**src/rtl/axi_arb_pkg.sv**
```systemverilog
// Shared types for the 2:1 AXI4 DDR arbiter.
// Write/read FSM encodings and one-hot grant values.
package axi_arb_pkg;

    typedef enum logic [1:0] {WI, WA, WD, WB} wr_state_t;
    typedef enum logic [1:0] {RI, RA, RD} rd_state_t;

    localparam logic [1:0] GNT_NONE = 2'b00;
    localparam logic [1:0] GNT_S0   = 2'b01;
    localparam logic [1:0] GNT_S1   = 2'b10;

endpackage

```
**src/rtl/axi_ddr_arbiter_2to1_if.sv**
```systemverilog
// AXI4 burst bundle (AW/W/B/AR/R) used by both requesters and the DDR side.
// master drives requests, slave drives readys/responses.
interface axi_ddr_arbiter_2to1_if #(
    parameter int A_WIDTH = 26,
    parameter int D_WIDTH = 16
) ();

    logic               awvalid;
    logic               awready;
    logic [A_WIDTH-1:0] awaddr;
    logic [7:0]         awlen;
    logic               wvalid;
    logic               wready;
    logic [D_WIDTH-1:0] wdata;
    logic               wlast;
    logic               bvalid;
    logic               bready;
    logic               arvalid;
    logic               arready;
    logic [A_WIDTH-1:0] araddr;
    logic [7:0]         arlen;
    logic               rvalid;
    logic               rready;
    logic [D_WIDTH-1:0] rdata;
    logic               rlast;

    modport master (
        output awvalid, awaddr, awlen,
        output wvalid, wdata, wlast, bready,
        output arvalid, araddr, arlen, rready,
        input  awready, wready, bvalid,
        input  arready, rvalid, rdata, rlast
    );

    modport slave (
        input  awvalid, awaddr, awlen,
        input  wvalid, wdata, wlast, bready,
        input  arvalid, araddr, arlen, rready,
        output awready, wready, bvalid,
        output arready, rvalid, rdata, rlast
    );

endinterface

```
**src/rtl/axi_arb_rr2.sv**
```systemverilog
// 2-way round-robin picker; holds the grant for a whole transaction.
// Pointer remembers the last owner and moves only on done.
module axi_arb_rr2
    import axi_arb_pkg::*;
(
    input  logic       clk,
    input  logic       rstn,
    input  logic [1:0] req,
    input  logic       pick_en,
    input  logic       done,
    output logic [1:0] gnt
);

    logic       last_q, last_d;
    logic [1:0] gnt_q, gnt_d;
    logic [1:0] pick;

    always_comb begin
        pick = GNT_NONE;
        unique case (req)
            2'b01:   pick = GNT_S0;
            2'b10:   pick = GNT_S1;
            2'b11:   pick = last_q ? GNT_S0 : GNT_S1;
            default: pick = GNT_NONE;
        endcase
    end

    always_comb begin
        gnt_d  = gnt_q;
        last_d = last_q;
        if (done) begin
            gnt_d  = GNT_NONE;
            last_d = gnt_q[1];
        end else if (pick_en) begin
            gnt_d = pick;
        end
    end

    // last_q=1 means s1 was served last, so s0 wins the first tie
    always_ff @(posedge clk or negedge rstn) begin
        if (!rstn) begin
            gnt_q  <= GNT_NONE;
            last_q <= 1'b1;
        end else begin
            gnt_q  <= gnt_d;
            last_q <= last_d;
        end
    end

    assign gnt = gnt_q;

endmodule

```
**src/rtl/axi_ddr_arbiter_2to1.sv**
```systemverilog
// Shares one AXI4 DDR port between two burst masters.
// Write and read paths arbitrate independently, grant held per transaction.
module axi_ddr_arbiter_2to1
    import axi_arb_pkg::*;
#(
    parameter int A_WIDTH = 26,
    parameter int D_WIDTH = 16
) (
    input  logic                    clk,
    input  logic                    rstn,
    axi_ddr_arbiter_2to1_if.slave   s0,
    axi_ddr_arbiter_2to1_if.slave   s1,
    axi_ddr_arbiter_2to1_if.master  m,
    output logic [1:0]              wr_gnt,
    output logic [1:0]              rd_gnt
);

    wr_state_t wst_q, wst_d;
    rd_state_t rst_q, rst_d;
    logic      w_pick, w_done, r_pick, r_done;
    logic      w0, w1, r0, r1;

    logic [A_WIDTH-1:0] waddr_sel, raddr_sel;
    logic [D_WIDTH-1:0] wdata_sel;

    axi_arb_rr2 u_wr_rr (
        .clk     (clk),
        .rstn    (rstn),
        .req     ({s1.awvalid, s0.awvalid}),
        .pick_en (w_pick),
        .done    (w_done),
        .gnt     (wr_gnt)
    );

    axi_arb_rr2 u_rd_rr (
        .clk     (clk),
        .rstn    (rstn),
        .req     ({s1.arvalid, s0.arvalid}),
        .pick_en (r_pick),
        .done    (r_done),
        .gnt     (rd_gnt)
    );

    assign w0 = wr_gnt[0];
    assign w1 = wr_gnt[1];
    assign r0 = rd_gnt[0];
    assign r1 = rd_gnt[1];

    assign waddr_sel = w0 ? s0.awaddr : s1.awaddr;
    assign raddr_sel = r0 ? s0.araddr : s1.araddr;
    assign wdata_sel = w0 ? s0.wdata  : s1.wdata;

    always_ff @(posedge clk or negedge rstn) begin
        if (!rstn) begin
            wst_q <= WI;
            rst_q <= RI;
        end else begin
            wst_q <= wst_d;
            rst_q <= rst_d;
        end
    end

    always_comb begin
        wst_d  = wst_q;
        w_pick = 1'b0;
        w_done = 1'b0;
        unique case (wst_q)
            WI: if (s0.awvalid || s1.awvalid) begin
                wst_d  = WA;
                w_pick = 1'b1;
            end
            WA: if (m.awvalid && m.awready) wst_d = WD;
            WD: if (m.wvalid && m.wready && m.wlast) wst_d = WB;
            WB: if (m.bvalid && m.bready) begin
                wst_d  = WI;
                w_done = 1'b1;
            end
            default: wst_d = WI;
        endcase
    end

    always_comb begin
        rst_d  = rst_q;
        r_pick = 1'b0;
        r_done = 1'b0;
        unique case (rst_q)
            RI: if (s0.arvalid || s1.arvalid) begin
                rst_d  = RA;
                r_pick = 1'b1;
            end
            RA: if (m.arvalid && m.arready) rst_d = RD;
            RD: if (m.rvalid && m.rready && m.rlast) begin
                rst_d  = RI;
                r_done = 1'b1;
            end
            default: rst_d = RI;
        endcase
    end

    always_comb begin
        m.awvalid  = 1'b0;
        m.awaddr   = '0;
        m.awlen    = '0;
        m.wvalid   = 1'b0;
        m.wdata    = '0;
        m.wlast    = 1'b0;
        m.bready   = 1'b0;
        s0.awready = 1'b0;
        s1.awready = 1'b0;
        s0.wready  = 1'b0;
        s1.wready  = 1'b0;
        s0.bvalid  = 1'b0;
        s1.bvalid  = 1'b0;
        unique case (wst_q)
            WA: begin
                m.awvalid  = w0 ? s0.awvalid : s1.awvalid;
                m.awaddr   = waddr_sel;
                m.awlen    = w0 ? s0.awlen : s1.awlen;
                s0.awready = w0 & m.awready;
                s1.awready = w1 & m.awready;
            end
            WD: begin
                m.wvalid  = w0 ? s0.wvalid : s1.wvalid;
                m.wdata   = wdata_sel;
                m.wlast   = w0 ? s0.wlast : s1.wlast;
                s0.wready = w0 & m.wready;
                s1.wready = w1 & m.wready;
            end
            WB: begin
                m.bready  = w0 ? s0.bready : s1.bready;
                s0.bvalid = w0 & m.bvalid;
                s1.bvalid = w1 & m.bvalid;
            end
            default: ;
        endcase
    end

    always_comb begin
        m.arvalid  = 1'b0;
        m.araddr   = '0;
        m.arlen    = '0;
        m.rready   = 1'b0;
        s0.arready = 1'b0;
        s1.arready = 1'b0;
        s0.rvalid  = 1'b0;
        s1.rvalid  = 1'b0;
        s0.rlast   = 1'b0;
        s1.rlast   = 1'b0;
        s0.rdata   = '0;
        s1.rdata   = '0;
        unique case (rst_q)
            RA: begin
                m.arvalid  = r0 ? s0.arvalid : s1.arvalid;
                m.araddr   = raddr_sel;
                m.arlen    = r0 ? s0.arlen : s1.arlen;
                s0.arready = r0 & m.arready;
                s1.arready = r1 & m.arready;
            end
            RD: begin
                m.rready  = r0 ? s0.rready : s1.rready;
                s0.rvalid = r0 & m.rvalid;
                s1.rvalid = r1 & m.rvalid;
                s0.rlast  = r0 & m.rlast;
                s1.rlast  = r1 & m.rlast;
                s0.rdata  = r0 ? m.rdata : '0;
                s1.rdata  = r1 ? m.rdata : '0;
            end
            default: ;
        endcase
    end

endmodule
```
**src/flat_wrapper.sv**
```systemverilog
// flat-port wrapper written by rule: the top's interface ports become plain ports
module axi_ddr_arbiter_2to1_flat import axi_arb_pkg::*;
#(
    parameter int A_WIDTH = 26,
    parameter int D_WIDTH = 16
)
  (clk, rstn, wr_gnt, rd_gnt, s0_awvalid, s0_awaddr, s0_awlen, s0_wvalid, s0_wdata, s0_wlast, s0_bready, s0_arvalid, s0_araddr, s0_arlen, s0_rready, s0_awready, s0_wready, s0_bvalid, s0_arready, s0_rvalid, s0_rdata, s0_rlast, s1_awvalid, s1_awaddr, s1_awlen, s1_wvalid, s1_wdata, s1_wlast, s1_bready, s1_arvalid, s1_araddr, s1_arlen, s1_rready, s1_awready, s1_wready, s1_bvalid, s1_arready, s1_rvalid, s1_rdata, s1_rlast, m_awvalid, m_awaddr, m_awlen, m_wvalid, m_wdata, m_wlast, m_bready, m_arvalid, m_araddr, m_arlen, m_rready, m_awready, m_wready, m_bvalid, m_arready, m_rvalid, m_rdata, m_rlast);
  axi_ddr_arbiter_2to1_if #(.A_WIDTH(A_WIDTH), .D_WIDTH(D_WIDTH)) s0_i ();
  axi_ddr_arbiter_2to1_if #(.A_WIDTH(A_WIDTH), .D_WIDTH(D_WIDTH)) s1_i ();
  axi_ddr_arbiter_2to1_if #(.A_WIDTH(A_WIDTH), .D_WIDTH(D_WIDTH)) m_i ();
  input  logic clk;
  input  logic rstn;
  output logic [1:0] wr_gnt;
  output logic [1:0] rd_gnt;
  input wire logic [$bits(s0_i.awvalid)-1:0] s0_awvalid;
  input wire logic [$bits(s0_i.awaddr)-1:0] s0_awaddr;
  input wire logic [$bits(s0_i.awlen)-1:0] s0_awlen;
  input wire logic [$bits(s0_i.wvalid)-1:0] s0_wvalid;
  input wire logic [$bits(s0_i.wdata)-1:0] s0_wdata;
  input wire logic [$bits(s0_i.wlast)-1:0] s0_wlast;
  input wire logic [$bits(s0_i.bready)-1:0] s0_bready;
  input wire logic [$bits(s0_i.arvalid)-1:0] s0_arvalid;
  input wire logic [$bits(s0_i.araddr)-1:0] s0_araddr;
  input wire logic [$bits(s0_i.arlen)-1:0] s0_arlen;
  input wire logic [$bits(s0_i.rready)-1:0] s0_rready;
  output wire logic [$bits(s0_i.awready)-1:0] s0_awready;
  output wire logic [$bits(s0_i.wready)-1:0] s0_wready;
  output wire logic [$bits(s0_i.bvalid)-1:0] s0_bvalid;
  output wire logic [$bits(s0_i.arready)-1:0] s0_arready;
  output wire logic [$bits(s0_i.rvalid)-1:0] s0_rvalid;
  output wire logic [$bits(s0_i.rdata)-1:0] s0_rdata;
  output wire logic [$bits(s0_i.rlast)-1:0] s0_rlast;
  input wire logic [$bits(s1_i.awvalid)-1:0] s1_awvalid;
  input wire logic [$bits(s1_i.awaddr)-1:0] s1_awaddr;
  input wire logic [$bits(s1_i.awlen)-1:0] s1_awlen;
  input wire logic [$bits(s1_i.wvalid)-1:0] s1_wvalid;
  input wire logic [$bits(s1_i.wdata)-1:0] s1_wdata;
  input wire logic [$bits(s1_i.wlast)-1:0] s1_wlast;
  input wire logic [$bits(s1_i.bready)-1:0] s1_bready;
  input wire logic [$bits(s1_i.arvalid)-1:0] s1_arvalid;
  input wire logic [$bits(s1_i.araddr)-1:0] s1_araddr;
  input wire logic [$bits(s1_i.arlen)-1:0] s1_arlen;
  input wire logic [$bits(s1_i.rready)-1:0] s1_rready;
  output wire logic [$bits(s1_i.awready)-1:0] s1_awready;
  output wire logic [$bits(s1_i.wready)-1:0] s1_wready;
  output wire logic [$bits(s1_i.bvalid)-1:0] s1_bvalid;
  output wire logic [$bits(s1_i.arready)-1:0] s1_arready;
  output wire logic [$bits(s1_i.rvalid)-1:0] s1_rvalid;
  output wire logic [$bits(s1_i.rdata)-1:0] s1_rdata;
  output wire logic [$bits(s1_i.rlast)-1:0] s1_rlast;
  output wire logic [$bits(m_i.awvalid)-1:0] m_awvalid;
  output wire logic [$bits(m_i.awaddr)-1:0] m_awaddr;
  output wire logic [$bits(m_i.awlen)-1:0] m_awlen;
  output wire logic [$bits(m_i.wvalid)-1:0] m_wvalid;
  output wire logic [$bits(m_i.wdata)-1:0] m_wdata;
  output wire logic [$bits(m_i.wlast)-1:0] m_wlast;
  output wire logic [$bits(m_i.bready)-1:0] m_bready;
  output wire logic [$bits(m_i.arvalid)-1:0] m_arvalid;
  output wire logic [$bits(m_i.araddr)-1:0] m_araddr;
  output wire logic [$bits(m_i.arlen)-1:0] m_arlen;
  output wire logic [$bits(m_i.rready)-1:0] m_rready;
  input wire logic [$bits(m_i.awready)-1:0] m_awready;
  input wire logic [$bits(m_i.wready)-1:0] m_wready;
  input wire logic [$bits(m_i.bvalid)-1:0] m_bvalid;
  input wire logic [$bits(m_i.arready)-1:0] m_arready;
  input wire logic [$bits(m_i.rvalid)-1:0] m_rvalid;
  input wire logic [$bits(m_i.rdata)-1:0] m_rdata;
  input wire logic [$bits(m_i.rlast)-1:0] m_rlast;
  assign s0_i.awvalid = s0_awvalid;
  assign s0_i.awaddr = s0_awaddr;
  assign s0_i.awlen = s0_awlen;
  assign s0_i.wvalid = s0_wvalid;
  assign s0_i.wdata = s0_wdata;
  assign s0_i.wlast = s0_wlast;
  assign s0_i.bready = s0_bready;
  assign s0_i.arvalid = s0_arvalid;
  assign s0_i.araddr = s0_araddr;
  assign s0_i.arlen = s0_arlen;
  assign s0_i.rready = s0_rready;
  assign s0_awready = s0_i.awready;
  assign s0_wready = s0_i.wready;
  assign s0_bvalid = s0_i.bvalid;
  assign s0_arready = s0_i.arready;
  assign s0_rvalid = s0_i.rvalid;
  assign s0_rdata = s0_i.rdata;
  assign s0_rlast = s0_i.rlast;
  assign s1_i.awvalid = s1_awvalid;
  assign s1_i.awaddr = s1_awaddr;
  assign s1_i.awlen = s1_awlen;
  assign s1_i.wvalid = s1_wvalid;
  assign s1_i.wdata = s1_wdata;
  assign s1_i.wlast = s1_wlast;
  assign s1_i.bready = s1_bready;
  assign s1_i.arvalid = s1_arvalid;
  assign s1_i.araddr = s1_araddr;
  assign s1_i.arlen = s1_arlen;
  assign s1_i.rready = s1_rready;
  assign s1_awready = s1_i.awready;
  assign s1_wready = s1_i.wready;
  assign s1_bvalid = s1_i.bvalid;
  assign s1_arready = s1_i.arready;
  assign s1_rvalid = s1_i.rvalid;
  assign s1_rdata = s1_i.rdata;
  assign s1_rlast = s1_i.rlast;
  assign m_awvalid = m_i.awvalid;
  assign m_awaddr = m_i.awaddr;
  assign m_awlen = m_i.awlen;
  assign m_wvalid = m_i.wvalid;
  assign m_wdata = m_i.wdata;
  assign m_wlast = m_i.wlast;
  assign m_bready = m_i.bready;
  assign m_arvalid = m_i.arvalid;
  assign m_araddr = m_i.araddr;
  assign m_arlen = m_i.arlen;
  assign m_rready = m_i.rready;
  assign m_i.awready = m_awready;
  assign m_i.wready = m_wready;
  assign m_i.bvalid = m_bvalid;
  assign m_i.arready = m_arready;
  assign m_i.rvalid = m_rvalid;
  assign m_i.rdata = m_rdata;
  assign m_i.rlast = m_rlast;
  axi_ddr_arbiter_2to1 #(.A_WIDTH(A_WIDTH), .D_WIDTH(D_WIDTH)) u_core (.clk(clk), .rstn(rstn), .s0(s0_i), .s1(s1_i), .m(m_i), .wr_gnt(wr_gnt), .rd_gnt(rd_gnt));
endmodule
```
**config.mk**
```make
export PLATFORM = sky130hd
export DESIGN_NAME = axi_ddr_arbiter_2to1_flat
export DESIGN_NICKNAME = d
export VERILOG_FILES = /design/src/rtl/axi_arb_pkg.sv /design/src/rtl/axi_ddr_arbiter_2to1_if.sv /design/src/rtl/axi_arb_rr2.sv /design/src/rtl/axi_ddr_arbiter_2to1.sv /design/src/flat_wrapper.sv
export SDC_FILE = /design/constraint.sdc
export NUM_CORES = 1
export LEC_CHECK = 0
export CORE_AREA = 2 2 131 133
export CTS_BUF_LIST = sky130_fd_sc_hd__clkbuf_16
export CTS_CLUSTER_SIZE = 25
export DETAILED_ROUTE_END_ITERATION = 7
export DIE_AREA = 0 0 133 135
export MAX_ROUTING_LAYER = met4
export SLEW_MARGIN = 5
export SYNTH_ARGS = -nofsm -noshare
export SYNTH_HDL_FRONTEND = slang
export SYNTH_SLANG_ARGS = --single-unit
```
**constraint.sdc**
```tcl
create_clock -name clk -period 2.19 [get_ports clk]
set_input_delay 0.219 -clock clk [delete_from_list [all_inputs] [get_ports clk]]
set_output_delay 0.219 -clock clk [all_outputs]
set_load 0.03 [all_outputs]
```
==> flow_metrics.env <==
export IMPL_status="completed"
export IMPL_slew_violations=0
export IMPL_powerDensity_nw_per_um2=1083
export IMPL_yosysTopAreaCell="mux2i_1"
export IMPL_grt_usage_pct=13.24
export IMPL_path_cells="inv_1, ha_1, and3_1, clkdlybuf4s50_1"
export IMPL_cts_hold_buf=0
export IMPL_ant_nets=0
export IMPL_r2r_end="u_core.wst_q[1]"
export IMPL_yosysMostFrequentCell="mux2i_1"
export IMPL_critical_path_required_ns=1.97
export IMPL_start_util_pct=14.02
export IMPL_syn_area_sq_um=2301
export IMPL_crit_path_start_kind="register"
export IMPL_period_share_pct=96.34
export IMPL_vdd_ir_drop_max_v=0.0005552
export IMPL_finalClockSkew_ns=0.0003599
export IMPL_die_h_microns=135
export IMPL_ys_async_sr_fraction_pct=100.0
export IMPL_synthTopCellsByArea="mux2i_1 (39%), and2_1 (10%), nor2b_1 (10%), nor2_1 (10%), dfrtp_1 (8.7%)"
export IMPL_grt_pass1_vias=3667
export IMPL_drive_above_1_share_pct=22.33
export IMPL_synth_cell_types=30
export IMPL_worstHoldPathType="primary input to async pin"
export IMPL_drc=0
export IMPL_synth_edff_count=0
export IMPL_die_w_microns=133
export IMPL_rr_startpoint="u_core.u_wr_rr.gnt[0]"
export IMPL_synth_nets=520
export IMPL_setup_viol=0
export IMPL_synth_seq_area_share_pct=10.98
export IMPL_gp_congestion=0.7973
export IMPL_die_area_sq_um=17960
export IMPL_syn_inst=311
export IMPL_io_pins=342
export IMPL_wl_per_cell_microns=14.81
export IMPL_max_stage_delay_ns=0.68
export IMPL_htreeDepth=1
export IMPL_post_drt_via_cell_ratio=3.978
export IMPL_placed_cells=862
export IMPL_p_leak_uw=0.002669
export IMPL_yosys_top_cells_count="mux2i_1 (89), nor2_1 (61), and2_1 (37), nor2b_1 (37), clkbuf_1 (11)"
export IMPL_grt_first_pass_wirelength_microns=18660
export IMPL_endpoint_kind="primary output"
export IMPL_holdWs_ns=0.3058
export IMPL_clkTransAtPathRegs_ns=0.04
export IMPL_cts_buffers=3
export IMPL_tightest_slew_ns=0.4500
export IMPL_ctsResizeCount=0
export IMPL_reg2reg_depth=5
export IMPL_synth_area_per_cell_sq_um=7.399
export IMPL_grt_max_degree=38
export IMPL_cts_tree="built"
export IMPL_min_period_ns=2.110
export IMPL_grt_overflow=0
export IMPL_synth_warnings=0
export IMPL_r2r_slack_ns=0.42
export IMPL_port_buffers=341
export IMPL_slowest_stage="clkdlybuf4s50_1"
export IMPL_max_cap_violations=0
export IMPL_crit_fanout=5
export IMPL_area_growth_pct=152.5
export IMPL_core_sq_um=16410
export IMPL_cp_buffers_inverters=2
export IMPL_cts_path_max_buffers=2
export IMPL_hpwlAfterDp_microns=11250
export IMPL_vias=3445
export IMPL_synth_flop_cell="dfrtp_1"
export IMPL_cts_sinks=10
export IMPL_maxClockFrequency_mhz=474.0
export IMPL_drt_total_wl_microns=12830
export IMPL_instances_no_fill=866
export IMPL_path_class="register to primary output"
export IMPL_rows=47
export IMPL_clock_latency_ns=0.23
export IMPL_ys_ff_latch=10
export IMPL_hold_violations=0
export IMPL_antenna_found_initial=1
export IMPL_cp_arrival_ns=1.89
export IMPL_rsz0062_at_grt="no"
export IMPL_root_buffer="clkbuf_16"
export IMPL_cpLargestDelayFamily="buffers and inverters"
export IMPL_tns_ns=0
export IMPL_drt_iter0_drc=52
export IMPL_firstDrtPassIters=4
export IMPL_cts_setup_buffers=0
export IMPL_fin_nets=856
export IMPL_relSlewSlack_pct=69.90
export IMPL_synth_top_area_share_pct=38.72
cells by family after synthesis:
| kind of cell | share of synthesized area, % |
|---|---|
| AO/OA/AOI/OAI | 3.970 |
| adder cells (fa/ha/maj) | 2.719 |
| buffers and inverters | 5.438 |
| flip-flops | 10.98 |
| multiplexers | 40.18 |
| AND/OR/NAND/NOR | 36.70 |
state kept, by name, indices dropped and copies added, names as in the netlist:
signal                 cells
u_core.rst_q               2
u_core.u_rd_rr.gnt         2
u_core.u_rd_rr.last_q      1
u_core.u_wr_rr.gnt         2
u_core.u_wr_rr.last_q      1
u_core.wst_q               2
worst register-to-register path: cells and delay by family (launching register included):
family / cells / cell delay (ns)
muxes: 1 / 0.31
and+or+nand+nor: 2 / 0.35
DFF: 1 / 0.49
AOI/OAI and AO/OA: 1 / 0.20
buffers and inverters: 1 / 0.29
metrics by stage:
step | total power, uW | util, % | area (sq um) | worst slack, ns
2_1_floorplan | 3863 | - | 2301 | 0.2342
3_3_place_gp | 5992 | 34.94 | 5733 | 0.1746
3_5_place_dp | 6019 | 34.94 | 5733 | 0.1648
4_1_cts | 6357 | 35.40 | 5808 | 0.07638
5_1_grt | 6666 | 35.42 | 5811 | 0.009694
6_report | 6292 | 35.42 | 5811 | 0.08021
report_power, final:
| group | internal [uW] | total [uW] | leakage (uW) | switching, uW |
|---|---|---|---|---|
| registers | 292 | 434 | 0.000115 | 142 |
| logic | 2380 | 5550 | 0.00252 | 3170 |
| clock network | 236 | 310 | 0.0000370 | 74.5 |
| total | 2910 | 6290 | 0.00267 | 3380 |
cell usage in the layout, fill, tap and decap left out, types with 2 or more instances in the layout:
cell,count
nand2_1,7
mux2i_1,89
dfrtp_2,2
clkbuf_16,3
and2_1,37
and3_1,9
clkdlybuf4s50_1,216
nor2_1,61
ha_1,5
nand2b_1,5
nor2b_1,37
inv_1,6
dfstp_2,2
buf_12,5
a21oi_1,5
o21ai_1,2
mux2_1,3
buf_4,132
dfrtp_1,6
routing by layer:
| layer | vias up | routed length (microns) | track usage, % |
|---|---|---|---|
| met5 | - | 0 | - |
| met2 | 220 | 6441 | 24.29 |
| met4 | 0 | 172 | 2.867 |
| met3 | 12 | 1192 | 3.866 |
| met1 | 1496 | 5022 | 14.14 |
| li1 | 1717 | - | - |
worst max-delay path by stage:
stage | cells past startpoint | end | slack (ns) | startpoint
2_1_floorplan | 5 | m_awaddr[10] | 0.23 | u_core.u_wr_rr.gnt[0]
3_3_place_gp | 4 | m_arvalid | 0.17 | s1_arvalid
3_5_place_dp | 4 | m_arvalid | 0.16 | s1_arvalid
4_1_cts | 4 | s0_wready | 0.08 | u_core.wst_q[0]
5_1_grt | 4 | s0_wready | 0.01 | u_core.wst_q[0]
6_report | 4 | s0_wready | 0.08 | u_core.wst_q[0]
area by class of cell:
type	instances	area (sq um)
Tap cell	220	275.3
Multi-Input combinational cell	272	1923
Timing Repair Buffer	353	3253
Clock buffer	3	75.07
Sequential cell	10	255.2
Antenna cell	1	2.502
Inverter	7	26.28
Fill cell	1677	10600
Power figures use the tool's default switching activity.
